[config.mk]
export PLATFORM = sky130hd
export DESIGN_NAME = key_input_ctrl
export DESIGN_NICKNAME = d
export VERILOG_FILES = /design/src/rtl/key_input_ctrl.sv
export SDC_FILE = /design/constraint.sdc
export NUM_CORES = 1
export LEC_CHECK = 0
export BUFFER_PORTS_ARGS = -buffer_cell sky130_fd_sc_hd__buf_2
export CAP_MARGIN = 20
export CORE_MARGIN = 2
export CORE_UTILIZATION = 55
export DETAILED_ROUTE_END_ITERATION = 6
export HOLD_SLACK_MARGIN = 0.06
export MAX_ROUTING_LAYER = met4
export PLACE_DENSITY = 0.71
export SYNTH_ARGS = -nofsm -noshare
export SYNTH_HDL_FRONTEND = slang
export SYNTH_SLANG_ARGS = --single-unit
[constraint.sdc]
create_clock -name clk -period 8.6 [get_ports clk]
set_input_delay 0.43 -clock clk [delete_from_list [all_inputs] [get_ports clk]]
set_output_delay 0.43 -clock clk [all_outputs]
set_load 0.005 [all_outputs]
[src/rtl/key_input_ctrl.sv]
// key_input_ctrl: N-channel push-button front end. Each channel has a
// synchroniser, a debouncer, press/release edge detection and an auto-repeat
// engine (initial DAS delay, then ARR period) that emits one-cycle move steps.
//
// Ports:
//   clk            system clock, all logic on posedge
//   rst            asynchronous active-high reset
//   keys_in        raw asynchronous key inputs (polarity set by ACTIVE_LOW)
//   repeat_en      per-key auto-repeat enable, sampled on clk
//   level          debounced pressed state (1 = pressed), registered
//   press          one-cycle pulse on the edge level rises, registered
//   release_pulse  one-cycle pulse on the edge level falls, registered
//   step           one-cycle move pulse: on press, then DAS/ARR repeats, registered
module key_input_ctrl #(
    parameter int unsigned N_KEYS          = 4,
    parameter int unsigned SYNC_STAGES     = 2,
    parameter int unsigned DEBOUNCE_CYCLES = 250000,
    parameter int unsigned DAS_CYCLES      = 8000000,
    parameter int unsigned ARR_CYCLES      = 2500000,
    parameter bit          ACTIVE_LOW      = 1'b1,
    parameter int unsigned CNT_W           = 24
) (
    input  logic              clk,
    input  logic              rst,
    input  logic [N_KEYS-1:0] keys_in,
    input  logic [N_KEYS-1:0] repeat_en,
    output logic [N_KEYS-1:0] level,
    output logic [N_KEYS-1:0] press,
    output logic [N_KEYS-1:0] release_pulse,
    output logic [N_KEYS-1:0] step
);

    // Counters compare against limit-1 so they clear instead of reaching the limit.
    localparam logic [CNT_W-1:0] DB_LAST  = CNT_W'(DEBOUNCE_CYCLES - 1);
    localparam logic [CNT_W-1:0] DAS_LAST = CNT_W'(DAS_CYCLES - 1);
    localparam logic [CNT_W-1:0] ARR_LAST = CNT_W'(ARR_CYCLES - 1);
    localparam logic [CNT_W-1:0] CNT_ONE  = CNT_W'(1);

    typedef enum logic [1:0] {
        RPT_IDLE,
        RPT_DELAY,
        RPT_REPEAT
    } rpt_state_t;

    for (genvar k = 0; k < N_KEYS; k++) begin : g_key
        logic [SYNC_STAGES-1:0] sync_q;
        logic [CNT_W-1:0]       db_cnt_q, db_cnt_d;
        logic [CNT_W-1:0]       rpt_cnt_q, rpt_cnt_d;
        logic                   lvl_q, lvl_d;
        logic                   press_q, press_d;
        logic                   rel_q, rel_d;
        logic                   step_q, step_d;
        rpt_state_t             st_q, st_d;
        logic                   pressed_c;

        // Synchroniser output normalised so 1 means pressed.
        assign pressed_c = sync_q[SYNC_STAGES-1] ^ ACTIVE_LOW;

        // State registers; sync chain resets to the released raw level.
        always_ff @(posedge clk or posedge rst) begin
            if (rst) begin
                sync_q    <= {SYNC_STAGES{ACTIVE_LOW}};
                db_cnt_q  <= '0;
                rpt_cnt_q <= '0;
                lvl_q     <= 1'b0;
                press_q   <= 1'b0;
                rel_q     <= 1'b0;
                step_q    <= 1'b0;
                st_q      <= RPT_IDLE;
            end else begin
                sync_q    <= {sync_q[SYNC_STAGES-2:0], keys_in[k]};
                db_cnt_q  <= db_cnt_d;
                rpt_cnt_q <= rpt_cnt_d;
                lvl_q     <= lvl_d;
                press_q   <= press_d;
                rel_q     <= rel_d;
                step_q    <= step_d;
                st_q      <= st_d;
            end
        end

        // Debounce, edge detection and repeat FSM next-state logic.
        always_comb begin
            db_cnt_d  = '0;
            lvl_d     = lvl_q;
            press_d   = 1'b0;
            rel_d     = 1'b0;
            st_d      = st_q;
            rpt_cnt_d = rpt_cnt_q;
            step_d    = 1'b0;

            if (pressed_c != lvl_q) begin
                if (db_cnt_q == DB_LAST) begin
                    lvl_d   = pressed_c;
                    press_d = pressed_c;
                    rel_d   = ~pressed_c;
                end else begin
                    db_cnt_d = db_cnt_q + CNT_ONE;
                end
            end

            // press_d/rel_d are this edge's events, so the step lands with the press.
            case (st_q)
                RPT_IDLE: begin
                    rpt_cnt_d = '0;
                    if (press_d) begin
                        step_d = 1'b1;
                        if (repeat_en[k]) st_d = RPT_DELAY;
                    end
                end
                RPT_DELAY: begin
                    if (rel_d || !repeat_en[k]) begin
                        st_d      = RPT_IDLE;
                        rpt_cnt_d = '0;
                    end else if (rpt_cnt_q == DAS_LAST) begin
                        step_d    = 1'b1;
                        st_d      = RPT_REPEAT;
                        rpt_cnt_d = '0;
                    end else begin
                        rpt_cnt_d = rpt_cnt_q + CNT_ONE;
                    end
                end
                RPT_REPEAT: begin
                    if (rel_d || !repeat_en[k]) begin
                        st_d      = RPT_IDLE;
                        rpt_cnt_d = '0;
                    end else if (rpt_cnt_q == ARR_LAST) begin
                        step_d    = 1'b1;
                        rpt_cnt_d = '0;
                    end else begin
                        rpt_cnt_d = rpt_cnt_q + CNT_ONE;
                    end
                end
                default: begin
                    st_d      = RPT_IDLE;
                    rpt_cnt_d = '0;
                end
            endcase
        end

        assign level[k]         = lvl_q;
        assign press[k]         = press_q;
        assign release_pulse[k] = rel_q;
        assign step[k]          = step_q;
    end

endmodule
## Yosys cells after proc, flatten, opt, wreduce, memory -nomap -nowiden

Cells that the tools add are included.

| cells by class | value |
|---|---|
| bitwise logic cells | 4 |
| multiplexer cells | 92 |
| $add $sub $neg | 8 |
| eq/ne operators | 40 |
| reductions and logical operators | 20 |

Operators with widths:

| operator | number |
|---|---|
| $mux W24 | 24 |
| $add A24 B1 Y24 const B | 8 |
| $pmux W24 S2 | 4 |
| $eq A24 B18 Y1 const B | 4 |
| $eq A24 B22 Y1 const B | 4 |
| $eq A24 B23 Y1 const B | 4 |
| $mux W2 | 20 |
| $mux W1 | 36 |
| $ne A2 B2 Y1 const B | 12 |
| $pmux W2 S3 | 4 |
| $reduce_and A4 Y1 | 4 |
| $ne A3 B3 Y1 const B | 4 |
| $pmux W1 S3 | 4 |
| $eq A2 B1 Y1 const B | 4 |
| $eq A2 B2 Y1 const B | 4 |
| $logic_not A2 Y1 | 4 |
| $reduce_and A2 Y1 | 4 |
| $logic_not A1 Y1 | 4 |
| $logic_or A1 B1 Y1 | 4 |
| $ne A1 B1 Y1 | 4 |
| $not A1 Y1 | 4 |

| storage, ports and cells | value |
|---|---|
| logic and storage cells | 196 |
| output and inout port bits | 16 |
| bits in registers | 224 |
| input bits | 10 |

## Depth between registers and ports, before layout

Gate-level depths: netlist (run 1).

| depth | value |
|---|---|
| word-level depth | 6 |
| depth in mapped cells | 9 |
| gate-level depth less buffers | 7 |

## Worst setup path before layout (run 1)

Ideal clock, no wire load.

| timing | value |
|---|---|
| kind | register to register |
| start point | register g_key[2].db_cnt_q[0] |
| end point | register g_key[2].st_q[0] |
| clock period less this slack | 2.139 ns |
| library setup time | 0.127 ns |
| stages on the path, launching flop included | 8 |
| slack | 6.461 ns |
| path buffers | 0 |
| arrival | 2.012 ns |
| cells stage by stage | dfrtp_1 ha_1 and3_1 nand3_1 nor4_4 nor3_1 and4bb_1 mux2_1 |

| on the way | value |
|---|---|
| cells in the longest elaborated chain, start to end | 6 |

Ends and longest elaborated chain:

| element | RTL line | RTL |
|---|---|---|
| start: declaration | 47 | `logic [CNT_W-1:0] db_cnt_q, db_cnt_d;` |
| start signal: assignment | 72 | `db_cnt_q <= db_cnt_d;` |
| $eq A24 B18 Y1 (*) | 93 | `if (db_cnt_q == DB_LAST) begin` |
| $mux W1 (*) | 93 |  |
| $mux W1 (*) | 92 | `if (pressed_c != lvl_q) begin` |
| via g_key[2].rel_d | 51 | `logic rel_q, rel_d;` |
| $logic_or A1 B1 Y1 (*) | 112, 124 |  |
| $ne A3 B3 Y1 (no line), or another cell as far along | n/a |  |
| $reduce_and A4 Y1 (no line) / $pmux W2 S3 (equally long branches) | n/a |  |
| end signal: assignment | 78 | `st_q <= st_d;` |
| end: declaration | 53 | `rpt_state_t st_q, st_d;` |

Mark *: on every way through the listed nets, which the timed path passes. The rest lies on a longest branch.
A chain may end at the register's enable or synchronous reset.

## Worst setup path in the final report (run 1)

| timing | value |
|---|---|
| start point | register g_key[2].db_cnt_q[20] |
| end point | register g_key[2].rpt_cnt_q[21] |

| on the way | value |
|---|---|
| cells in the longest elaborated chain, start to end | 6 |

Ends and longest elaborated chain:

| element | RTL line | RTL |
|---|---|---|
| $eq A24 B18 Y1 (*) | 93 |  |
| $mux W1 (*) | 93 |  |
| $mux W1 (*) | 92 |  |
| via g_key[2].rel_d | 51 |  |
| $logic_or A1 B1 Y1 (*) | 112, 124 |  |
| $mux W24 (on tied branches) | 124, 112 |  |
| $pmux W24 S2 (*) | 103 | `case (st_q)` |
| via g_key[2].rpt_cnt_d[21] | 48 | `logic [CNT_W-1:0] rpt_cnt_q, rpt_cnt_d;` |
| end signal: assignment | 73 | `rpt_cnt_q <= rpt_cnt_d;` |
| end: declaration | 48 |  |

Marked as above.

==> impl_metrics.csv, run 1 <==
group,metric,value,unit
run_status,status,"completed",
synth,synth_warnings,0,
clocking,root_buffer,"clkbuf_16",
power_and_ir_drop,swShare,23.7,%
layout,drive_above_1_share,8.41,%
sta,finalCriticalPeriod,2.66,ns
global_routing,grt_use_total,19.7,%
placement,dp_slack,5.90,ns
global_routing,grt_max_degree,151,
drt,viasPerCell,5.42,
power_and_ir_drop,switchingPower,0.539,mW
floorplanning,die_h,147,um
synth,avgSynthCellArea,9.83,um2
clocking,hold_buffers,4,
synth,yosysTopAreaCellShare,47.9,%
placement,dp_hpwl,12.8,mm
flow_run,cap_violations,0,
critical_path,worstReg2RegStart,"g_key[2].db_cnt_q[20]",
power_and_ir_drop,vdd_drop_max,0.171,mV
sta,slew_headroom,37.7,%
clocking,ctsHtreeMaxLevel,1,
sta,fmaxAchievable,0.376,GHz
power_and_ir_drop,p_seq_share,48.3,%
clocking,cts_tree,"built",
drt,drc,0,
power_and_ir_drop,p_per_area,183,mW/mm2
sta,fin_skew,0.0147,ns
power_and_ir_drop,clock_power_share,44.1,%
floorplanning,initial_utilization,56.0,%
layout,final_nets,1205,
global_routing,antenna_found_initial,0,
synth,async_flop_share,100,%
synth,synth_top_cell_by_area,"dfrtp_1",
sta,setup_ws,5.94,ns
sta,rsz0062_at_grt,"false",
drt,routed_wl,19.8,mm
synth,syn-num-nets,1183,
drt,num_vias,7902,
drt,dr.pass1.iters,4,
drt,drt_iter0_markers,336,
power_and_ir_drop,p_leak,5.21,nW
critical_path,worst_ep_required_time,8.96,ns
clocking,path_clk_slew,0.06,ns
global_routing,grt_pass1_vias,7805,
clocking,cts_buffer_depth,3,
critical_path,worst-setup-path-type,"flip-flop to flip-flop",
synth,synth_cell_type_count,60,
synth,ys_top_cells_by_area,"dfrtp_1, nor2_1, xor2_1",
sta,period_share,30.9,%
synth,yosys_register_bits,224,
synth,synth_most_common_cell,"nor2_1",
sta,slew_viol_final,0,
critical_path,start_kind,"flip-flop",
placement,port_buffers,25,
sta,fin_tns_setup,0,ns
floorplanning,coreArea,0.0202,mm2
placement,gp_congestion,0.821,
global_routing,grt_pass1_wl,35.6,mm
sta,tightest_slew,0.935,ns
clocking,cts.sinks,224,
critical_path,end_kind,"flip-flop",
clocking,post_cts_resize_count,0,
synth,synth_ff_type,"dfrtp_1",
synth,synth_edf_count,0,
critical_path,cp.arrival,3.02,ns
layout,fillers,1682,
sta,setup-violations-final,0,
power_and_ir_drop,p_int,1.73,mW
sta,hold_violations,0,
clocking,numCtsBuffers,24,
clocking,clkLatencyLatePin,0.52,ns
synth,syn_area,0.0113,mm2
global_routing,grt.overflow.total,0,
clocking,post_cts_buffers,0,
layout,diodes,0,
critical_path,cp_max_fo,24,
synth,synthTopCellsByCount,"nor2_1, dfrtp_1, xor2_1",
synth,synth_seq_area_share,49.7,%
layout,area_growth,9.65,%
power_and_ir_drop,combPwrFrac,7.6,%
drt,routedWlPerCell,13.5,um
min_path,worstHoldStart,"repeat_en[2]",
min_path,worstHoldPathType,"primary input to flip-flop",
drt,detail-route-antenna-nets,0,
floorplanning,dieArea,0.0217,mm2
floorplanning,num_io_pins,26,
floorplanning,die_w,147,um
synth,postSynthCellCount,1149,
floorplanning,rows,52,
critical_path,crit_start,"g_key[2].db_cnt_q[20]",
[area by class of cell]
cell class                 count  area [um2]  share of cell area [%]
sequential                   224        5620                    45.3
tap                          270         338                    2.73
multi-input combinational    858        5320                    43.0
clock buffer                  37         711                    5.74
timing repair buffer          33         218                    1.76
clock inverter                 7        62.6                   0.505
inverter                      30         120                   0.970
[cell families (layout without fill, tap and decap cells)]
family | count (synthesis) | count (layout) | synth area share (%)
AO/OA/AOI/OAI | 41 | 41 | 2.44
XOR/XNOR | 169 | 169 | 13.1
adder cells (fa/ha/maj) | 24 | 24 | 2.66
buffers and inverters | 67 | 107 | 3.18
flip-flops | 224 | 224 | 49.7
multiplexers | 5 | 5 | 0.465
AND/OR/NAND/NOR | 619 | 619 | 28.4
[cell usage in the layout, fill, tap and decap left out, types with 4 or more instances in the layout]
cell type / synthesis / layout
a21oi_1: 9 / 9
and2_1: 12 / 12
and3_1: 29 / 29
and4_1: 18 / 18
buf_2: 4 / 25
clkbuf_1: 7 / 8
clkbuf_16: 0 / 25
clkbuf_8: 0 / 4
clkinv_2: 0 / 5
dfrtp_1: 216 / 216
dfstp_2: 8 / 8
dlygate4sd3_1: 0 / 5
ha_1: 24 / 24
inv_1: 30 / 29
nand2_1: 89 / 89
nand2b_1: 8 / 8
nand3_1: 63 / 63
nand4_1: 49 / 49
nor2_1: 243 / 243
nor3_1: 27 / 27
nor4_1: 19 / 19
nor4_4: 4 / 4
nor4b_1: 13 / 13
o21ai_0: 14 / 14
o22a_1: 4 / 4
or3_1: 9 / 9
xnor2_1: 71 / 71
xor2_1: 98 / 98
[sequential cells by signal, indices dropped and copies added, names as in the netlist]
name	flops
g_key.db_cnt_q	96
g_key.rpt_cnt_q	96
g_key.st_q	8
g_key.sync_q	8
g_key.lvl_q	4
g_key.press_q	4
g_key.rel_q	4
g_key.step_q	4
[worst max-delay path, stage by stage, from the launching register on]
cell	delay (ns)
dfrtp_1	0.41
nor4_1	0.37
nand3_1	0.24
nor4_4	0.43
nor3_1	0.14
o21ai_2	0.77
nor2_1	0.14
[power groups by stage]
| stage | Clock (mW) | Sequential (mW) | Combinational (mW) |
|---|---|---|---|
| global placement | 0 | 1.11 | 0.169 |
| floorplan | 0 | 1.11 | 0.153 |
| CTS | 1.03 | 1.10 | 0.174 |
| finish | 1.00 | 1.10 | 0.173 |
| detailed placement | 0 | 1.12 | 0.173 |
| global route | 1.07 | 1.10 | 0.200 |
[per-stage QoR]
stage / hold slack, ns / std cells / cell area [um2] / util (%) / total power, mW
after global placement: 0.346 / 1409 / 11500 / 57.2 / 1.28
after global routing: 0.325 / 1459 / 12400 / 61.4 / 2.37
final: 0.310 / 1459 / 12400 / 61.4 / 2.27
after detailed placement: 0.347 / 1409 / 11500 / 57.2 / 1.29
after CTS: 0.223 / 1457 / 12300 / 61.2 / 2.30
after floorplan: 0.345 / 1149 / 11300 / - / 1.26
[routing by layer]
layer	GRT usage (%)	vias to the layer above	share of wire, %
met5	-	-	0
met2	31.0	73	46
met3	2.55	36	2.7
met4	4.86	0	2.1
met1	27.5	3840	50
li1	-	3953	-
[final timing paths]
kind / end / slack [ns] / cells after the start
worst max-delay path: g_key[2].rpt_cnt_q[21] / 5.94 / 6
worst min-delay path: g_key[2].step_q / 0.31 / 5
worst max register to register: g_key[2].rpt_cnt_q[21] / 5.94 / 6
worst min register to register: g_key[1].sync_q[1] / 0.35 / 0
max in group asynchronous: g_key[1].st_q[1] / 6.42 / 5
min in group asynchronous: g_key[0].rpt_cnt_q[19] / 0.47 / 3
No activity file was read; power rests on OpenSTA's default activity.
==> inputs of run 2 (changes only) <==
- ABC_AREA: not set -> 1
- clock period: 8.6 -> 2.63 ns (I/O delays scaled with it)
==> run 2 against run 1 <==
Worst hold slack got worse by 0.055 ns. Wire length rose by 37%. Total power rose to 3.3 times the previous value. Clock power grew to 3.9 times the previous value. Non-clock buffer count up 4. Critical endpoint is now g_key[0].rpt_cnt_q[19]. Largest cell class is now multi-input gates.
==> impl_metrics.csv, run 2 <==
group,metric,value,unit
sta,tightest_slew,0.853,ns
layout,multi_input_area,0.00646,mm2
drt,viasPerCell,5.17,
floorplanning,die_h,159,um
power_and_ir_drop,p_leak,6.22,nW
power_and_ir_drop,vdd_drop_max,0.639,mV
critical_path,cp.arrival,2.48,ns
min_path,worstHoldPathType,"primary input to flip-flop",
sta,slew_viol_final,0,
min_path,worstHoldPathCells,2,
drt,num_vias,10854,
synth,ys_top_cells_by_area,"dfrtp_1, nor2_1, nand2_1",
global_routing,antenna_found_initial,0,
floorplanning,initial_utilization,56.0,%
floorplanning,rows,56,
synth,yosysTopAreaCellShare,41.1,%
power_and_ir_drop,p_per_area,520,mW/mm2
critical_path,r2r_cells,10,
synth,synth_cell_type_count,50,
clocking,path_clk_slew,0.06,ns
synth,yosys_register_bits,224,
flow_run,cap_violations,0,
sta,period_share,80.0,%
drt,routedWlPerCell,12.9,um
clocking,clkLatencyLatePin,0.52,ns
placement,gp_congestion,0.983,
sta,hold_violations,0,
sta,rsz0062_at_grt,"false",
drt,drt_iter0_markers,650,
layout,final_cell_mix,"nor2_1, nand2_1, dfrtp_1, inv_1, nand3_1",
sta,fin_tns_setup,0,ns
synth,synth_warnings,0,
critical_path,end_kind,"flip-flop",
sta,setup-violations-final,0,
clocking,cts.sinks,224,
synth,synth_edf_count,0,
global_routing,grt_max_degree,154,
synth,synth_ff_type,"dfrtp_1",
synth,synth_most_common_cell,"nor2_1",
floorplanning,num_io_pins,26,
critical_path,worstReg2RegEnd,"g_key[0].rpt_cnt_q[19]",
layout,final_common_cell,"nor2_1",
layout,fillers,2087,
clocking,ctsHtreeMaxLevel,1,
placement,dp_hpwl,19.5,mm
synth,synthTopCellsByCount,"nor2_1, nand2_1, dfrtp_1",
critical_path,worst-setup-path-type,"flip-flop to flip-flop",
synth,avgSynthCellArea,7.60,um2
synth,syn_area,0.0132,mm2
clocking,cts_buffer_depth,3,
layout,seq_area,0.00562,mm2
global_routing,grt_pass1_vias,10337,
min_path,worst_hold_path.endpoint,"g_key[2].sync_q[0]",
clocking,cts_tree,"built",
run_status,status,"completed",
drt,routed_wl,27.0,mm
layout,area_growth,10.2,%
global_routing,grt_use_total,22.9,%
layout,final_nets,1793,
critical_path,r2r_setup_slack,0.53,ns
sta,setup_ws,0.527,ns
layout,reg.largest.list,"g_key.db_cnt_q (96), g_key.rpt_cnt_q (96)",
layout,final_area,0.0145,mm2
synth,syn-num-nets,1765,
synth,synth_top_cell_by_area,"dfrtp_1",
clocking,root_buffer,"clkbuf_16",
floorplanning,die_w,159,um
layout,drive_above_1_share,9.11,%
sta,fmaxAchievable,0.476,GHz
placement,port_buffers,25,
critical_path,worstReg2RegStart,"g_key[0].rpt_cnt_q[0]",
synth,async_flop_share,100,%
drt,dr.pass1.iters,5,
drt,drc,0,
drt,detail-route-antenna-nets,0,
global_routing,grt_pass1_wl,47.0,mm
floorplanning,dieArea,0.0252,mm2
floorplanning,coreArea,0.0235,mm2
sta,finalCriticalPeriod,2.10,ns
placement,dp_slack,0.543,ns
sta,fin_skew,0.0134,ns
min_path,worstHoldStart,"keys_in[2]",
layout,diodes,0,
clocking,numCtsBuffers,26,
critical_path,cp_max_fo,20,
global_routing,grt.overflow.total,0,
synth,postSynthCellCount,1731,
clocking,post_cts_buffers,0,
placement,post_dp_cell_area,0.0135,mm2
synth,synth_seq_area_share,42.7,%
critical_path,worst_ep_required_time,3.01,ns
critical_path,start_kind,"flip-flop",
sta,slew_headroom,42.9,%
[run 2: changes by cell type after synthesis, moves of 30 or more]
cell     previous run  this run
nor3_1             27        68
xnor2_1            71        20
nand2_1            89       341
inv_1              30       206
nor2_1            243       374
nand4_1            49        79
nand3_1            63        97
[run 2: report_power, final]
part | switching, mW | total, mW | internal, mW
clock | 1.42 | 3.88 | 2.46
sequential | 0.0202 | 3.49 | 3.47
combinational | 0.121 | 0.162 | 0.0418
total | 1.56 | 7.54 | 5.98
[run 2: how the worst max path moves through the flow]
stage,from,end,cells past startpoint
final,g_key[0].rpt_cnt_q[0],g_key[0].rpt_cnt_q[19],10
after global routing,g_key[0].rpt_cnt_q[0],g_key[0].rpt_cnt_q[19],10
after CTS,g_key[0].rpt_cnt_q[0],g_key[0].rpt_cnt_q[19],10
after detailed placement,g_key[0].rpt_cnt_q[0],g_key[0].rpt_cnt_q[19],10
after global placement,g_key[0].rpt_cnt_q[0],g_key[0].rpt_cnt_q[11],10
after floorplan,rst,g_key[0].db_cnt_q[0],1
[run 2: layer usage]
metal	vias up	track usage, %	wire length [um]
met4	0	4.63	398
li1	5562	-	-
met2	214	36.7	12500
met5	-	-	0
met1	5046	31.6	13000
met3	32	3.21	1160
[run 2: cell families (layout without fill, tap and decap cells)]
family | after synthesis | count (layout) | synth area share, %
simple gates | 1060 | 1060 | 37.0
buf+inv | 250 | 298 | 8.18
flops | 224 | 224 | 42.7
xor+xnor | 101 | 101 | 6.73
compound gates | 72 | 72 | 3.11
fa+ha+maj | 24 | 24 | 2.28
[run 2: final cells by class]
class                   count  area share [%]
multi-input cells        1257            44.6
inverters                 213            5.54
well taps                 319            2.75
clock buffers              37            5.41
flip-flops and latches    224            38.8
repair buffers             37            1.81
clock inverters            11            1.15
[run 2: stage by stage]
step	util, %	total power [mW]	hold slack (ns)	instances
6_report	61.7	7.54	0.255	2098
5_1_grt	61.7	7.83	0.229	2098
4_1_cts	61.7	7.64	0.222	2098
3_5_place_dp	57.3	3.71	0.238	2041
3_3_place_gp	57.3	3.71	0.236	2041
2_1_floorplan	-	3.66	0.136	1731
[run 2: worst max-delay path: stages (launching register included)]
cell     delay [ns]
dfrtp_1        0.42
ha_1           0.20
nand2_1        0.09
nor2_2         0.18
nand2_1        0.13
inv_1          0.09
nand3_1        0.12
nand4_4        0.16
nand2_2        0.07
nand2_2        0.39
nor2_1         0.10
[run 2: repair_timing]
item,CTS,global route
endpoints found under the hold margin,240,0
hold buffers,9,0
setup endpoints to repair,0,0
resized for setup,0,0
